[config.mk]
export PLATFORM = sky130hd
export DESIGN_NAME = popcount_seq_ctrl
export DESIGN_NICKNAME = d
export VERILOG_FILES = /design/src/rtl/popcount_seq_ctrl.sv
export SDC_FILE = /design/constraint.sdc
export NUM_CORES = 1
export LEC_CHECK = 0
export ABC_CLOCK_PERIOD_IN_PS = 4800
export CELL_PAD_IN_SITES_DETAIL_PLACEMENT = 1
export CELL_PAD_IN_SITES_GLOBAL_PLACEMENT = 2
export CORE_MARGIN = 1.5
export CORE_UTILIZATION = 33
export DETAILED_ROUTE_END_ITERATION = 10
export PLACE_DENSITY = 0.89
export SYNTH_ARGS = -nofsm -noshare
export SYNTH_HDL_FRONTEND = slang
export SYNTH_SLANG_ARGS = --single-unit
[constraint.sdc]
create_clock -name clk -period 4.8 [get_ports clk]
set_clock_uncertainty 0.1 [all_clocks]
set_input_delay 0.72 -clock clk [delete_from_list [all_inputs] [get_ports clk]]
set_output_delay 0.72 -clock clk [all_outputs]
set_load 0.03 [all_outputs]
[src/rtl/popcount_seq_ctrl.sv]
// ---------------------------------------------------------------------------
// popcount_seq_ctrl
//   Computes the population count of a wide vector by stepping one 8-bit
//   popcount datapath across the vector, one byte per clock, and summing the
//   4-bit partial counts into a running total.
//
// Ports
//   clk        in   1            single clock, rising edge
//   rst        in   1            asynchronous, active-high reset
//   in_valid   in   1            requester presents in_data
//   in_ready   out  1            controller is IDLE and can take a vector
//   in_data    in   8*NUM_BYTES  vector to count, byte 0 = bits [7:0]
//   out_valid  out  1            out_count holds a completed result (DONE)
//   out_ready  in   1            consumer accepts the result
//   out_count  out  OUT_WIDTH    popcount of the last accepted vector
//   busy       out  1            high while in RUN or DONE
// ---------------------------------------------------------------------------

// Combinational popcount of one byte.
module popcount_int8 (
    input  logic [7:0] i_a,
    output logic [3:0] o_y
);

    // Sum the eight bits of the byte.
    always_comb begin
        o_y = 4'd0;
        for (int k = 0; k < 8; k++) begin
            o_y = o_y + {3'b000, i_a[k]};
        end
    end

endmodule

module popcount_seq_ctrl #(
    parameter int NUM_BYTES = 4,
    parameter int OUT_WIDTH = 6
) (
    input  logic                   clk,
    input  logic                   rst,
    input  logic                   in_valid,
    output logic                   in_ready,
    input  logic [8*NUM_BYTES-1:0] in_data,
    output logic                   out_valid,
    input  logic                   out_ready,
    output logic [OUT_WIDTH-1:0]   out_count,
    output logic                   busy
);

    localparam int DW    = 8 * NUM_BYTES;
    localparam int IDX_W = (NUM_BYTES > 1) ? $clog2(NUM_BYTES) : 1;

    // The result must hold 8*NUM_BYTES without wrapping.
    if ((2 ** OUT_WIDTH) <= (8 * NUM_BYTES)) begin : g_bad_out_width
        $error("popcount_seq_ctrl: OUT_WIDTH too small for NUM_BYTES");
    end

    typedef enum logic [1:0] {
        S_IDLE = 2'd0,
        S_RUN  = 2'd1,
        S_DONE = 2'd2
    } state_t;

    state_t               r_state;
    state_t               w_state_nxt;
    logic [DW-1:0]        r_shreg;
    logic [IDX_W-1:0]     r_idx;
    logic [OUT_WIDTH-1:0] r_acc;
    logic [OUT_WIDTH-1:0] r_count;
    logic [3:0]           w_pc;
    logic [OUT_WIDTH-1:0] w_sum;
    logic                 w_last;

    // The single shared byte popcount always looks at the low byte.
    popcount_int8 u_pc (
        .i_a (r_shreg[7:0]),
        .o_y (w_pc)
    );

    assign w_sum  = r_acc + OUT_WIDTH'(w_pc);
    assign w_last = (r_idx == IDX_W'(NUM_BYTES - 1));

    // FSM state register.
    always_ff @(posedge clk or posedge rst) begin
        if (rst) begin
            r_state <= S_IDLE;
        end else begin
            r_state <= w_state_nxt;
        end
    end

    // Next-state logic and state-decoded handshake outputs.
    always_comb begin
        w_state_nxt = r_state;
        in_ready    = 1'b0;
        out_valid   = 1'b0;
        busy        = 1'b0;
        case (r_state)
            S_IDLE: begin
                in_ready = 1'b1;
                if (in_valid) begin
                    w_state_nxt = S_RUN;
                end else begin
                    w_state_nxt = S_IDLE;
                end
            end
            S_RUN: begin
                busy = 1'b1;
                if (w_last) begin
                    w_state_nxt = S_DONE;
                end else begin
                    w_state_nxt = S_RUN;
                end
            end
            S_DONE: begin
                busy      = 1'b1;
                out_valid = 1'b1;
                // Returning to IDLE (not straight to RUN) keeps a consume
                // and a new acceptance from sharing one cycle.
                if (out_ready) begin
                    w_state_nxt = S_IDLE;
                end else begin
                    w_state_nxt = S_DONE;
                end
            end
            default: begin
                w_state_nxt = S_IDLE;
            end
        endcase
    end

    // Datapath: load on acceptance, then shift/accumulate one byte per edge.
    always_ff @(posedge clk or posedge rst) begin
        if (rst) begin
            r_shreg <= '0;
            r_idx   <= '0;
            r_acc   <= '0;
            r_count <= '0;
        end else begin
            case (r_state)
                S_IDLE: begin
                    if (in_valid) begin
                        r_shreg <= in_data;
                        r_idx   <= '0;
                        r_acc   <= '0;
                    end
                end
                S_RUN: begin
                    r_acc   <= w_sum;
                    r_shreg <= r_shreg >> 4'd8;
                    r_idx   <= r_idx + IDX_W'(1);
                    if (w_last) begin
                        r_count <= w_sum;
                    end
                end
                S_DONE: begin
                    r_idx <= r_idx;
                end
                default: begin
                    r_idx <= '0;
                end
            endcase
        end
    end

    assign out_count = r_count;

endmodule

# Yosys cells after proc, flatten, opt, wreduce, memory -nomap -nowiden
# Cells that the tools add are included.
# totals
romBits,0
inputBits,36
latch_bits,0
memories,0
word_cells,38
register_bits,48
ramBits,0
output_inout_bits,9
# op_classes
eq_ne,4
shifts,0
bitwise,1
div_mod_pow,0
n_mux,13
magnitude_cmp,0
add_sub_neg,9
reduce_logical,6
mul,0
# ops
op,n
32-bit case mux with 2 select lines,1
32-bit two-way mux,1
4-bit by 1-bit adder with 4-bit output,6
2-bit case mux with 3 select lines,2
6-bit case mux with 2 select lines,1
6-bit by 4-bit adder with 6-bit output,1
2-bit two-way mux,3
6-bit two-way mux,1
2-bit AND reduction,3
"2-bit == test, second input constant",2
1-bit two-way mux,4
1-bit by 1-bit adder with 2-bit output,1
"2-bit by 1-bit adder with 2-bit output, second input constant",1
"2-bit by 1-bit == test with 1-bit output, second input constant",1
2-bit zero test,1
"2-bit inequality test, second input constant",1
2-bit nonzero test,1
2-bit OR reduction,1
1-bit inverter,1

# Logic depth before layout (Yosys ltp)
# Gate-level depths: netlist (run 1).
# logic_depth
word_depth,9
depth_mapped,13
mapped_depth_nobuf,13

# Hierarchy
# A second synthesis (run 1) with hierarchy kept.
# hier_totals
cells_unflattened,244
area_unflattened_um2,2508.7
# by_module_without_submodules
module,seq_area_each_um2,cells_per_inst,n_inst,area_per_inst_um2
popcount_seq_ctrl,1201.2,220,1,2318.5
popcount_int8,0.0,24,1,190.2

# Least setup slack after synthesis (run 1)
# No wires, ideal clock.
# synth_path
kind,reg2reg
startpoint,register r_shreg[0]
endpoint,register r_acc[4]
path_slack_ns,0.751
required_ns,4.579
path_stages_with_launch,13
n_path_buf,0
synth_period_minus_slack_ns,4.049
arrival_time_ns,3.828
setup_ns,0.121
path_cell_list,dfrtp_1 > ha_1 > inv_1 > fa_1 > fa_1 > fa_1 > fa_1 > inv_1 > fa_1 > a21o_1 > a21oi_1 > mux2_2 > a22o_1
# synth_between
elab_chain_cells,9
# synth_rtl
item,line_no,source
"start, declared",66,logic [DW-1:0] r_shreg;
"start signal, assigned",143,r_shreg <= in_data;
"start signal, assigned",150,r_shreg <= r_shreg >> 4'd8;
1-bit by 1-bit adder with 2-bit output,29,"o_y = o_y + {3'b000, i_a[k]};"
4-bit by 1-bit adder with 4-bit output (6 in a row),29,
6-bit by 4-bit adder with 6-bit output,80,assign w_sum = r_acc + OUT_WIDTH'(w_pc);
6-bit case mux with 2 select lines,140,case (r_state)
"end signal, assigned",149,r_acc <= w_sum;
"end, declared",68,logic [OUT_WIDTH-1:0] r_acc;
# Every way passes these cells.
# A chain may end at the register's enable or synchronous reset.

# Worst setup path after layout (run 1)
# Ends and elaborated chain as after synthesis.

==> results of run 1 <==
-- layout make-up --
cell class	instances	area (um^2)
Fill cell	847	4190
Sequential cell	48	1200
Multi-Input combinational cell	155	1160
Timing Repair Buffer	45	448
Tap cell	99	124
Clock buffer	7	86.3
Inverter	18	67.6
Clock inverter	1	7.51
-- per-layer routing --
layer / track usage / vias up / wire length (um)
met5: 0 / - / 0
met4: 0.0476 / 0 / 74
met3: 0.0237 / 5 / 115
met2: 0.208 / 29 / 2440
met1: 0.169 / 829 / 2290
li1: - / 873 / -
-- cells in the mapped netlist (all sizes together), types with 2 or more instances --
cell type and number:
ha 12, mux2 4, dfrtp 48, nor2 4, o21ai 33, fa 5
inv 18, nand2 33, a31oi 3, a22o 10, mux2i 24, buf 10
nor2b 5, xnor2 4, a21oi 4, o21a 2, nand2b 3
-- cell families (layout without fill, tap and decap cells) --
family          Yosys count  after routing
xor+xnor                  4              4
fa+ha+maj                17             17
simple gates             48             48
flops                    48             48
buf+inv                  29             71
compound gates           58             58
mux                      28             28
-- registers in the layout, summed over array words and instances, names as in the netlist --
name and cells:
out_count 6, r_shreg 32, r_acc 6, r_state 2, r_idx 2
-- cells in the final DEF, fill, tap and decap left out, types with 4 or more instances in the layout --
cell type        instances
dfrtp_1                 48
o21ai_0                 33
nor2b_1                  4
a21oi_1                  4
nor2_1                   4
clkdlybuf4s50_1         44
inv_1                   17
fa_1                     5
a22o_1                  10
nand2_1                 33
ha_1                    11
mux2_2                   4
xnor2_1                  4
clkbuf_8                 6
mux2i_1                 24
-- worst min path at each step --
stage | slack (ps) | start | to
6_report | 380 | r_shreg[14]$_DFFE_PP0P_ | r_shreg[14]$_DFFE_PP0P_
5_1_grt | 400 | r_shreg[14]$_DFFE_PP0P_ | r_shreg[14]$_DFFE_PP0P_
4_1_cts | 390 | r_shreg[4]$_DFFE_PP0P_ | r_shreg[4]$_DFFE_PP0P_
3_5_place_dp | 370 | r_shreg[4]$_DFFE_PP0P_ | r_shreg[4]$_DFFE_PP0P_
3_3_place_gp | 360 | r_shreg[9]$_DFFE_PP0P_ | r_shreg[9]$_DFFE_PP0P_
2_1_floorplan | 350 | r_shreg[8]$_DFFE_PP0P_ | r_shreg[8]$_DFFE_PP0P_
-- worst max-delay path, cell delays in order (launching register included) --
cell and delay [ps]:
dfrtp_1 400, ha_1 280, inv_1 50, fa_1 490
fa_1 430, fa_1 420, fa_1 490, inv_1 70
fa_1 430, a21o_1 190, a21oi_1 260, mux2_2 370
a22o_1 170
-- per-stage QoR --
step | hold WS, ps | utilization | instance area, um^2 | setup WS [ps] | power [W]
finish | 384 | 0.425 | 3100 | 561 | 0.00237
global route | 404 | 0.425 | 3100 | 432 | 0.00262
global placement | 360 | 0.412 | 3000 | 677 | 0.00209
floorplan | 349 | - | 2510 | 751 | 0.00184
detailed placement | 370 | 0.412 | 3000 | 548 | 0.00217
CTS | 390 | 0.425 | 3100 | 544 | 0.00242
-- power breakdown --
part | switching, W | internal [W]
sequential | 0.0000950 | 0.000582
combinational | 0.000790 | 0.000653
clock | 0.000131 | 0.000117
==> summary.md, run 1 <==
| Metric | Value |
|---|---|
| Area Growth Syn to Fin | 23.6% |
| Max Fclk | 236 MHz |
| RSZ-0062 raised after global routing | false |
| Initial antenna violation count | 0 |
| Worst Path Required | 4890 ps |
| Setup TNS | 0 ps |
| FF+latch count, synth | 48 |
| Hold WC Path Type | flop to flop |
| Critical path peak fanout | 2 |
| Post-Synth Simple-Gate Area | 0.0859 |
| Final ANT Viol Nets | 0 |
| Inst Count DP | 365 |
| Die area | 0.00813 mm^2 |
| Register area share after synthesis | 0.479 |
| Critical Path Start Type | flop |
| Total track usage | 0.128 |
| Largest net degree at the start of global routing | 61 |
| XOR/XNOR share of the synthesized area | 0.0140 |
| Num ports | 45 |
| Grt ovf | 0 |
| H-Tree Level Count | 2 |
| Clock Latency Late Sink | 290 ps |
| Leakage | 1.44 nW |
| Avg Cell Area, Syn | 10.8 um^2 |
| Number of synthesized flops with an enable pin | 0 |
| Worst path arrival time | 4320 ps |
| HPWL Detailed | 3710 um |
| Cell Pwr Density | 764 mW/mm^2 |
| Fin crit period | 4240 ps |
| DR iter-0 viols | 83 |
| Rows | 31 |
| Syn nets | 285 |
| Floorplan core area | 0.00729 mm^2 |
| Via density | 4.65 |
| Layout cells sized above 1 | 0.0657 |
| Cts repair resizes | 0 |
| Max-slew headroom | 0.228 |
| CP Class | flop to flop |
| Post-Syn Area | 0.00251 mm^2 |
| Setup slack, reg-to-reg | 560 ps |
| Ant. Diodes | 0 |
| CTS tree | built |
| Post-CTS Repair Setup Buffers | 0 |
| First-pass GRT wire length | 8370 um |
| Status | finished, final reports clean |
| Ranking of synthesized cells by area | dfrtp_1 (48%), mux2i_1 (9.6%), o21ai_0 (6.6%), ha_1 (6.0%), nand2_1 (4.9%) |
| Period utilisation layout | 0.883 |
| Sink Count | 48 |
| Share of the synthesized area in the top cell type | 0.479 |
| Post-synth ARST share | 1.00 |
| Total Routed Length | 4920 um |
| Synth Area in Compound Gates | 0.150 |
| Non-Filler Instances | 373 |
| Final Hold Vio Count | 0 |
| Critical path startpoint | r_shreg[0]$_DFFE_PP0P_ |
| Adder-Cell Fraction of Synth Area | 0.0999 |
| Worst Setup End Kind | flop |
| Ys Warns | 0 |
| Synth area leader | dfrtp_1 |
| R2R Path End | r_acc[4]$_DFFE_PP0P_ |
| Worst Setup EP | r_acc[4]$_DFFE_PP0P_ |
| Max clock buf depth | 2 |
| IO buf count | 44 |
| R2R depth | 12 |
| Horiz. Die Dim | 90.1 um |
| Peak supply drop | 0.000313 V |
| Via Count | 1,736 |
| Number of max-cap violations | 0 |
| Post-synth top flop | dfrtp_1 |
| Hold Buf Count CTS | 0 |
| Slew @ Worst Pin | 1150 ps |
| Combinational family with the most area after synthesis | compound AO/OA/AOI/OAI gates |
| Slew Limit Fails | 0 |
| Worst reg2reg startpoint | r_shreg[0]$_DFFE_PP0P_ |
| Drt pass-1 iters | 3 |
| Root buffer cell | clkbuf_8 |
| Routed len/inst | 13.2 um |
| Worst hold stages | 2 |
| Number of remaining DRC errors | 0 |
| Nets@finish | 326 |
| Mapped Cells | 232 |
| Synth unique cells | 31 |
| GPL Wtd Cong | 0.722 |
| Reg clk slew, reported paths | 90 ps |
| Number of global-route vias before repair | 1,786 |
| Initial Utilization | 0.344 |
| Mux contribution to synthesized area | 0.114 |
| Die Ht | 90.1 um |
| Num CTS Buffers | 5 |
| Final setup viols | 0 |
No activity file was read; power rests on OpenSTA's default activity.
==> inputs of run 2 (changes only) <==
--- a/config.mk
+++ b/config.mk
@@ -5,13 +5,13 @@
 export SDC_FILE = /design/constraint.sdc
 export NUM_CORES = 1
 export LEC_CHECK = 0
-export ABC_CLOCK_PERIOD_IN_PS = 4800
+export ABC_CLOCK_PERIOD_IN_PS = 4180
 export CELL_PAD_IN_SITES_DETAIL_PLACEMENT = 1
 export CELL_PAD_IN_SITES_GLOBAL_PLACEMENT = 2
 export CORE_MARGIN = 1.5
 export CORE_UTILIZATION = 33
 export DETAILED_ROUTE_END_ITERATION = 10
-export PLACE_DENSITY = 0.89
+export PLACE_DENSITY = 0.78
 export SYNTH_ARGS = -nofsm -noshare
 export SYNTH_HDL_FRONTEND = slang
 export SYNTH_SLANG_ARGS = --single-unit
==> constraint.sdc (replaced) <==
create_clock -name clk -period 4.18 [get_ports clk]
set_clock_uncertainty 0.1 [all_clocks]
set_input_delay 0.627 -clock clk [delete_from_list [all_inputs] [get_ports clk]]
set_output_delay 0.627 -clock clk [all_outputs]
set_load 0.03 [all_outputs]
==> run 2 against run 1 <==
Maximum frequency increased by 5.9%. First-iteration DRC count decreased by 30%. Sequential share of layout area fell by 0.51 points. Final area grew 1.3%. Worst hold slack better by 1.0 ps. Sequential power increased by 14%. Largest power group unchanged. Highest routed layer unchanged.
==> summary.md, run 2 (same netlist as run 1, synthesis figures left out) <==
| Metric | Value |
|---|---|
| Die Ht | 90.1 um |
| Largest register FFs | 32 |
| Buffers and inverters on the worst path | 2 |
| Final Power | 0.00283 W |
| Hold WC Path Type | flop to flop |
| Routed metal-1 wire length | 2420 um |
| Largest register by flop count | r_shreg |
| Number of max-cap violations | 0 |
| Met3 WL | 140 um |
| Num ports | 45 |
| Largest net degree at the start of global routing | 61 |
| Floorplan core area | 0.00729 mm^2 |
| Fin crit period | 4000 ps |
| Worst path arrival time | 4100 ps |
| Via Count | 1,754 |
| Worst path top cell family by delay | adder cells |
| Max-slew headroom | 0.310 |
| Horiz. Die Dim | 90.1 um |
| Worst Hold Endpoint | r_shreg[3]$_DFFE_PP0P_ |
| Total Routed Length | 5020 um |
| Total track usage | 0.135 |
| Slew @ Worst Pin | 1030 ps |
| Peak supply drop | 0.000495 V |
| IO buf count | 44 |
| CP peak stage delay | 490 ps |
| Status | finished, final reports clean |
| R2R depth | 12 |
| Worst reg2reg startpoint | r_shreg[0]$_DFFE_PP0P_ |
| CP Class | flop to flop |
| Placed inst area | 0.00302 mm^2 |
| Leakage | 1.46 nW |
| Final setup viols | 0 |
| Cell Pwr Density | 901 mW/mm^2 |
| Max Fclk | 250 MHz |
| Die area | 0.00813 mm^2 |
| Final Hold Vio Count | 0 |
| H-Tree Level Count | 2 |
| Cells along the critical path | ha_1, inv_1, fa_1, fa_1, fa_2, fa_1, inv_1, fa_2, a21o_1, a21oi_2, mux2_2, a22o_1 |
| Routed len/inst | 13.4 um |
| Critical path peak fanout | 2 |
| Root buffer cell | clkbuf_8 |
| Number of remaining DRC errors | 0 |
| Worst Slack Setup Final | 177 ps |
| Commonest non-fill, non-tap cells in the layout | dfrtp_1 (48), clkdlybuf4s50_1 (44), nand2_1 (33), o21ai_0 (33), mux2i_1 (24) |
| Worst Path Required | 4270 ps |
| Rows | 31 |
| GPL Wtd Cong | 0.706 |
| Layout cells sized above 1 | 0.0870 |
| Sink Count | 48 |
| CP most frequent cell | fa_1 |
| Grt ovf | 0 |
| DR iter-0 viols | 58 |
| Setup slack, reg-to-reg | 180 ps |
| Slowest stage cell, crit path | fa_1 |
| Initial antenna violation count | 0 |
| RSZ-0062 raised after global routing | false |
| Initial Utilization | 0.344 |
| Worst Setup End Kind | flop |
| Top Metal Used | met4 |
| Drt pass-1 iters | 4 |
| Slew Limit Fails | 0 |
| Hold Buf Count CTS | 0 |
| Via density | 4.68 |
| Reg clk slew, reported paths | 90 ps |
| Worst hold start | r_shreg[3]$_DFFE_PP0P_ |
| Met2 wire length | 2370 um |
| R2R Path End | r_acc[4]$_DFFE_PP0P_ |
| Number of global-route vias before repair | 1,847 |
| Commonest non-fill, non-tap cell in the layout | dfrtp_1 |
| Worst Hold Slack | 385 ps |
| Num CTS Buffers | 5 |
| DP Worst Slack | -31.4 ps |
| Max clock buf depth | 2 |
| Worst hold stages | 2 |
| CTS tree | built |
| Period utilisation layout | 0.958 |
| Filler cells | 804 |
| First-pass GRT wire length | 8780 um |
| Post-CTS Repair Setup Buffers | 0 |
| Post-route cell area | 0.00314 mm^2 |
| Critical Path Start Type | flop |
| Final ANT Viol Nets | 0 |
| HPWL Detailed | 3710 um |
| Ant. Diodes | 0 |
| Clock Latency Late Sink | 300 ps |
| Area Growth Syn to Fin | 25.3% |
| Nets@finish | 328 |
| Setup TNS | 0 ps |
[run 2: changes by cell type in the layout (fill, tap and decap cells not counted), sizes merged]
cell / before / now
buf: 1 / 3
clkinv: 0 / 1
clkbuf: 7 / 5
bufinv: 0 / 1
[run 2: worst reg2reg max path, cell delays in order (launching register included)]
cell	delay, ps
dfrtp_1	390
ha_1	280
inv_1	40
fa_1	490
fa_1	430
fa_2	360
fa_1	480
inv_1	70
fa_2	370
a21o_1	200
a21oi_2	170
mux2_2	350
a22o_1	170
[run 2: cell type report]
cell class                 count  area [um^2]  area share
multi-input combinational    155         1170       0.373
timing repair buffer          47          463       0.147
clock buffer                   5         68.8      0.0219
sequential                    48         1200       0.383
inverter                      18         67.6      0.0215
clock inverter                 3         42.5      0.0136
tap                           99          124      0.0395
[run 2: report_power, final]
part / internal [W] / switching, W
Clock: 0.000177 / 0.000162
Combinational: 0.000775 / 0.000940
Sequential: 0.000667 / 0.000105
Total: 0.00162 / 0.00121
[run 2: worst max path at each step]
stage / startpoint / end / slack, ps / depth (start not counted)
detailed placement: r_shreg[0]$_DFFE_PP0P_ / r_acc[4]$_DFFE_PP0P_ / -30 / 12
global placement: r_shreg[0]$_DFFE_PP0P_ / r_acc[4]$_DFFE_PP0P_ / 80 / 12
CTS: r_shreg[0]$_DFFE_PP0P_ / r_acc[4]$_DFFE_PP0P_ / 30 / 12
floorplan: r_shreg[0]$_DFFE_PP0P_ / r_acc[4]$_DFFE_PP0P_ / 130 / 12
finish: r_shreg[0]$_DFFE_PP0P_ / r_acc[4]$_DFFE_PP0P_ / 180 / 12
global route: r_shreg[0]$_DFFE_PP0P_ / r_acc[4]$_DFFE_PP0P_ / 30 / 12
[run 2: routing by layer]
layer | global-route usage | vias to the layer above
met3 | 0.0321 | 6
met5 | 0 | -
met4 | 0.0516 | 0
met1 | 0.179 | 841
li1 | - | 878
met2 | 0.212 | 29
[run 2: what timing repair did]
item                       4_1_cts  5_1_grt
resized for setup                1        2
setup endpoints to repair        1        1
pin swaps                        0        0
[run 2: stage by stage]
step	utilization	cells
finish	0.431	375
global route	0.431	375
CTS	0.430	375
detailed placement	0.414	367
global placement	0.414	367
floorplan	-	232
==> variant: new RTL, flow settings as in run 2 <==
The 3 states of `state_t` get a one-hot encoding in 3 bits.
--- a/src/rtl/popcount_seq_ctrl.sv
+++ b/src/rtl/popcount_seq_ctrl.sv
@@ -56,8 +56,8 @@
     end
 
-    typedef enum logic [1:0] {
-        S_IDLE = 2'd0,
-        S_RUN  = 2'd1,
-        S_DONE = 2'd2
+    typedef enum logic [2:0] {
+        S_IDLE = 3'b001,
+        S_RUN  = 3'b010,
+        S_DONE = 3'b100
     } state_t;
 
Formal check against the unedited RTL: no difference found for any inputs over 10 cycles, from zero or initial values and one cycle with rst high; not proved beyond that.
==> variant against run 2 <==
- synthesized area down 4.9%
- sequential cell count up 1
- worst setup slack better by 0.098 ns
- via count up 4.0%
- core utilization up 0.72 points
- sequential power about the same
- global-route usage up 2.0 points
- wire length up 8.3%
- highest routed layer unchanged
- total power down 12%
- design area down 4.2%
==> variant: results (changes against run 2) <==
The share of synthesized area occupied by flip-flops and latches came out at 0.515 (+0.0360). The H-tree depth reported by CTS came out at 2 (unchanged). The share of post-route cells with drive strength above 1 came to 0.0612 (-0.0258). The fill cell instance count of the final layout is 786 (-2.2%). The number of detailed-route iterations in the first pass is 4 (unchanged). The worst supply voltage drop on vdd was 351 µV (-29%). The count of warnings emitted by yosys came out at 0 (unchanged). The final layout net count came out at 326 (-0.61%). The number of nets produced by synthesis is 287 (+0.70%).

The number of antenna violations at the first check in global routing came out at 0 (unchanged). The clock latency of the later-clocked register in the worst-skew pair is 0.30 ns (about the same). The total detailed-routing wirelength came to 5.44 mm (+8.3%). The number of buffers added on ports came out at 44 (unchanged). The number of antenna repair diodes is 0 (unchanged). The setup slack at placement is 0.280 ns (+0.312 ns). Sorting the synthesized cells by how often they occur yields sky130_fd_sc_hd__dfrtp_1 (48), sky130_fd_sc_hd__nand2_1 (37), sky130_fd_sc_hd__nor2_1 (26), sky130_fd_sc_hd__inv_1 (16), sky130_fd_sc_hd__a31oi_1 (12). The starting DRC count in detailed routing is 48 (-17%). The share of synthesized registers carrying an async set or reset came out at 1.00 (unchanged). The clock tree root buffer cell is sky130_fd_sc_hd__clkbuf_8. More flip-flops sit in one register than any other, and that register is r_shreg. The global-route met3 utilization came out at 0.0377 (+0.00555).

The met1 track demand over resource is 0.204 (+0.0251). The critical path arrival is 3.98 ns (-0.12 ns). The maximum number of pins on one net before global-route repair came out at 50 (-18%). The placer congestion estimate is 0.785 (+11%). The detailed-placement wirelength estimate came out at 3.91 mm (+5.3%). The path class of the tightest hold or removal check is reg2reg. The run finished with clean final reports. The leakage power is 1.38 nW (-5.4%). The post-CTS setup-driven buffer insertion count came to 0 (unchanged). By area the synthesized netlist is led by sky130_fd_sc_hd__dfrtp_1 (50%), sky130_fd_sc_hd__nand2_1 (5.8%), sky130_fd_sc_hd__fa_1 (4.2%), sky130_fd_sc_hd__ha_1 (4.2%), sky130_fd_sc_hd__nor2_1 (4.1%). The slew at the pin closest to its max-slew limit is 1.01 ns (-0.0211 ns). The number of buffers between clock root and the deepest sink came out at 2 (unchanged).

The number of flip-flops in the largest register came out at 32 (unchanged). The total track usage is 0.155 (+0.0204). The maximum fanout along the worst path is 3 (+1). The number of global-route vias before repair was 1866 (+1.0%).

The number of cells upsized or downsized after cts is 0 (-1). The wire length of the first global-routing pass is 9.09 mm (+3.5%). The average via count per standard cell came out at 4.88 (+4.3%). The cell area after placement is 2890 µm² (-4.3%). The clock buffer count from CTS was 5 (unchanged). The number of distinct standard cells referenced by the synthesized netlist was 37 (+19%). The clock slew seen by the registers of the worst setup and hold paths was 0.09 ns (about the same). The global routing met2 resource utilization is 0.251 (+0.0384).
## variant: per-layer routing
| layer | routed length, µm | share of wire | up-vias |
|---|---|---|---|
| met2 | 2580 | 0.48 | 35 |
| met3 | 170 | 0.031 | 7 |
| met1 | 2600 | 0.48 | 889 |
| met5 | 0 | 0 | - |
| met4 | 80 | 0.015 | 0 |
| li1 | - | - | 894 |
## variant: per-stage QoR
step	instances	util
global placement	366	0.421
finish	374	0.438
CTS	374	0.438
detailed placement	366	0.421
floorplan	238	-
global route	374	0.438
## variant: logic make-up (layout without fill, tap and decap cells)
logic type / count (synthesis) / in the layout / synth area share
adders and majority gates: 13 / 13 / 0.0840
muxes: 3 / 3 / 0.0152
DFF: 49 / 49 / 0.515
AOI/OAI and AO/OA: 60 / 60 / 0.164
xor gates and xnor gates: 5 / 5 / 0.0184
buffers and inverters: 31 / 71 / 0.0567
and+or+nand+nor: 77 / 77 / 0.147
## variant: final timing paths
check | startpoint | end | slack, ns | cells past startpoint
worst max-delay path | r_shreg[0]$_DFFE_PP0P_ | out_count[4]$_DFFE_PP0P_ | 0.27 | 12
worst min-delay path | out_count[2]$_DFFE_PP0P_ | out_count[2]$_DFFE_PP0P_ | 0.39 | 2
worst max register to register | r_shreg[0]$_DFFE_PP0P_ | out_count[4]$_DFFE_PP0P_ | 0.27 | 12
worst min register to register | out_count[2]$_DFFE_PP0P_ | out_count[2]$_DFFE_PP0P_ | 0.39 | 2
max in group asynchronous | rst | out_count[1]$_DFFE_PP0P_ | 2.57 | 2
min in group asynchronous | rst | out_count[5]$_DFFE_PP0P_ | 0.78 | 2
## variant: critical path, cell delays in order, from the launching register on
cell,delay (ns)
sky130_fd_sc_hd__dfrtp_1,0.39
sky130_fd_sc_hd__ha_1,0.27
sky130_fd_sc_hd__inv_1,0.04
sky130_fd_sc_hd__fa_1,0.49
sky130_fd_sc_hd__fa_1,0.42
sky130_fd_sc_hd__fa_1,0.41
sky130_fd_sc_hd__fa_1,0.49
sky130_fd_sc_hd__inv_1,0.06
sky130_fd_sc_hd__fa_1,0.44
sky130_fd_sc_hd__a21o_1,0.17
sky130_fd_sc_hd__a21oi_1,0.25
sky130_fd_sc_hd__xnor2_1,0.15
sky130_fd_sc_hd__o21ai_0,0.08
## variant: where the power goes
group	total (W)	leakage, nW	switching (W)	internal (W)
combinational	0.00135	0.715	0.000765	0.000589
sequential	0.000775	0.608	0.000113	0.000662
clock	0.000352	0.0585	0.000157	0.000195
total	0.00248	1.38	0.00103	0.00145
## variant: area by class of cell
type                    count  area (µm²)  share of cell area
clock buffers               7        86.3              0.0287
inverters                  16        60.1              0.0200
flip-flops and latches     49        1230               0.408
repair buffers             47         463               0.154
clock inverters             1        30.0             0.00999
well taps                  96         120              0.0400
multi-input cells         158        1020               0.339
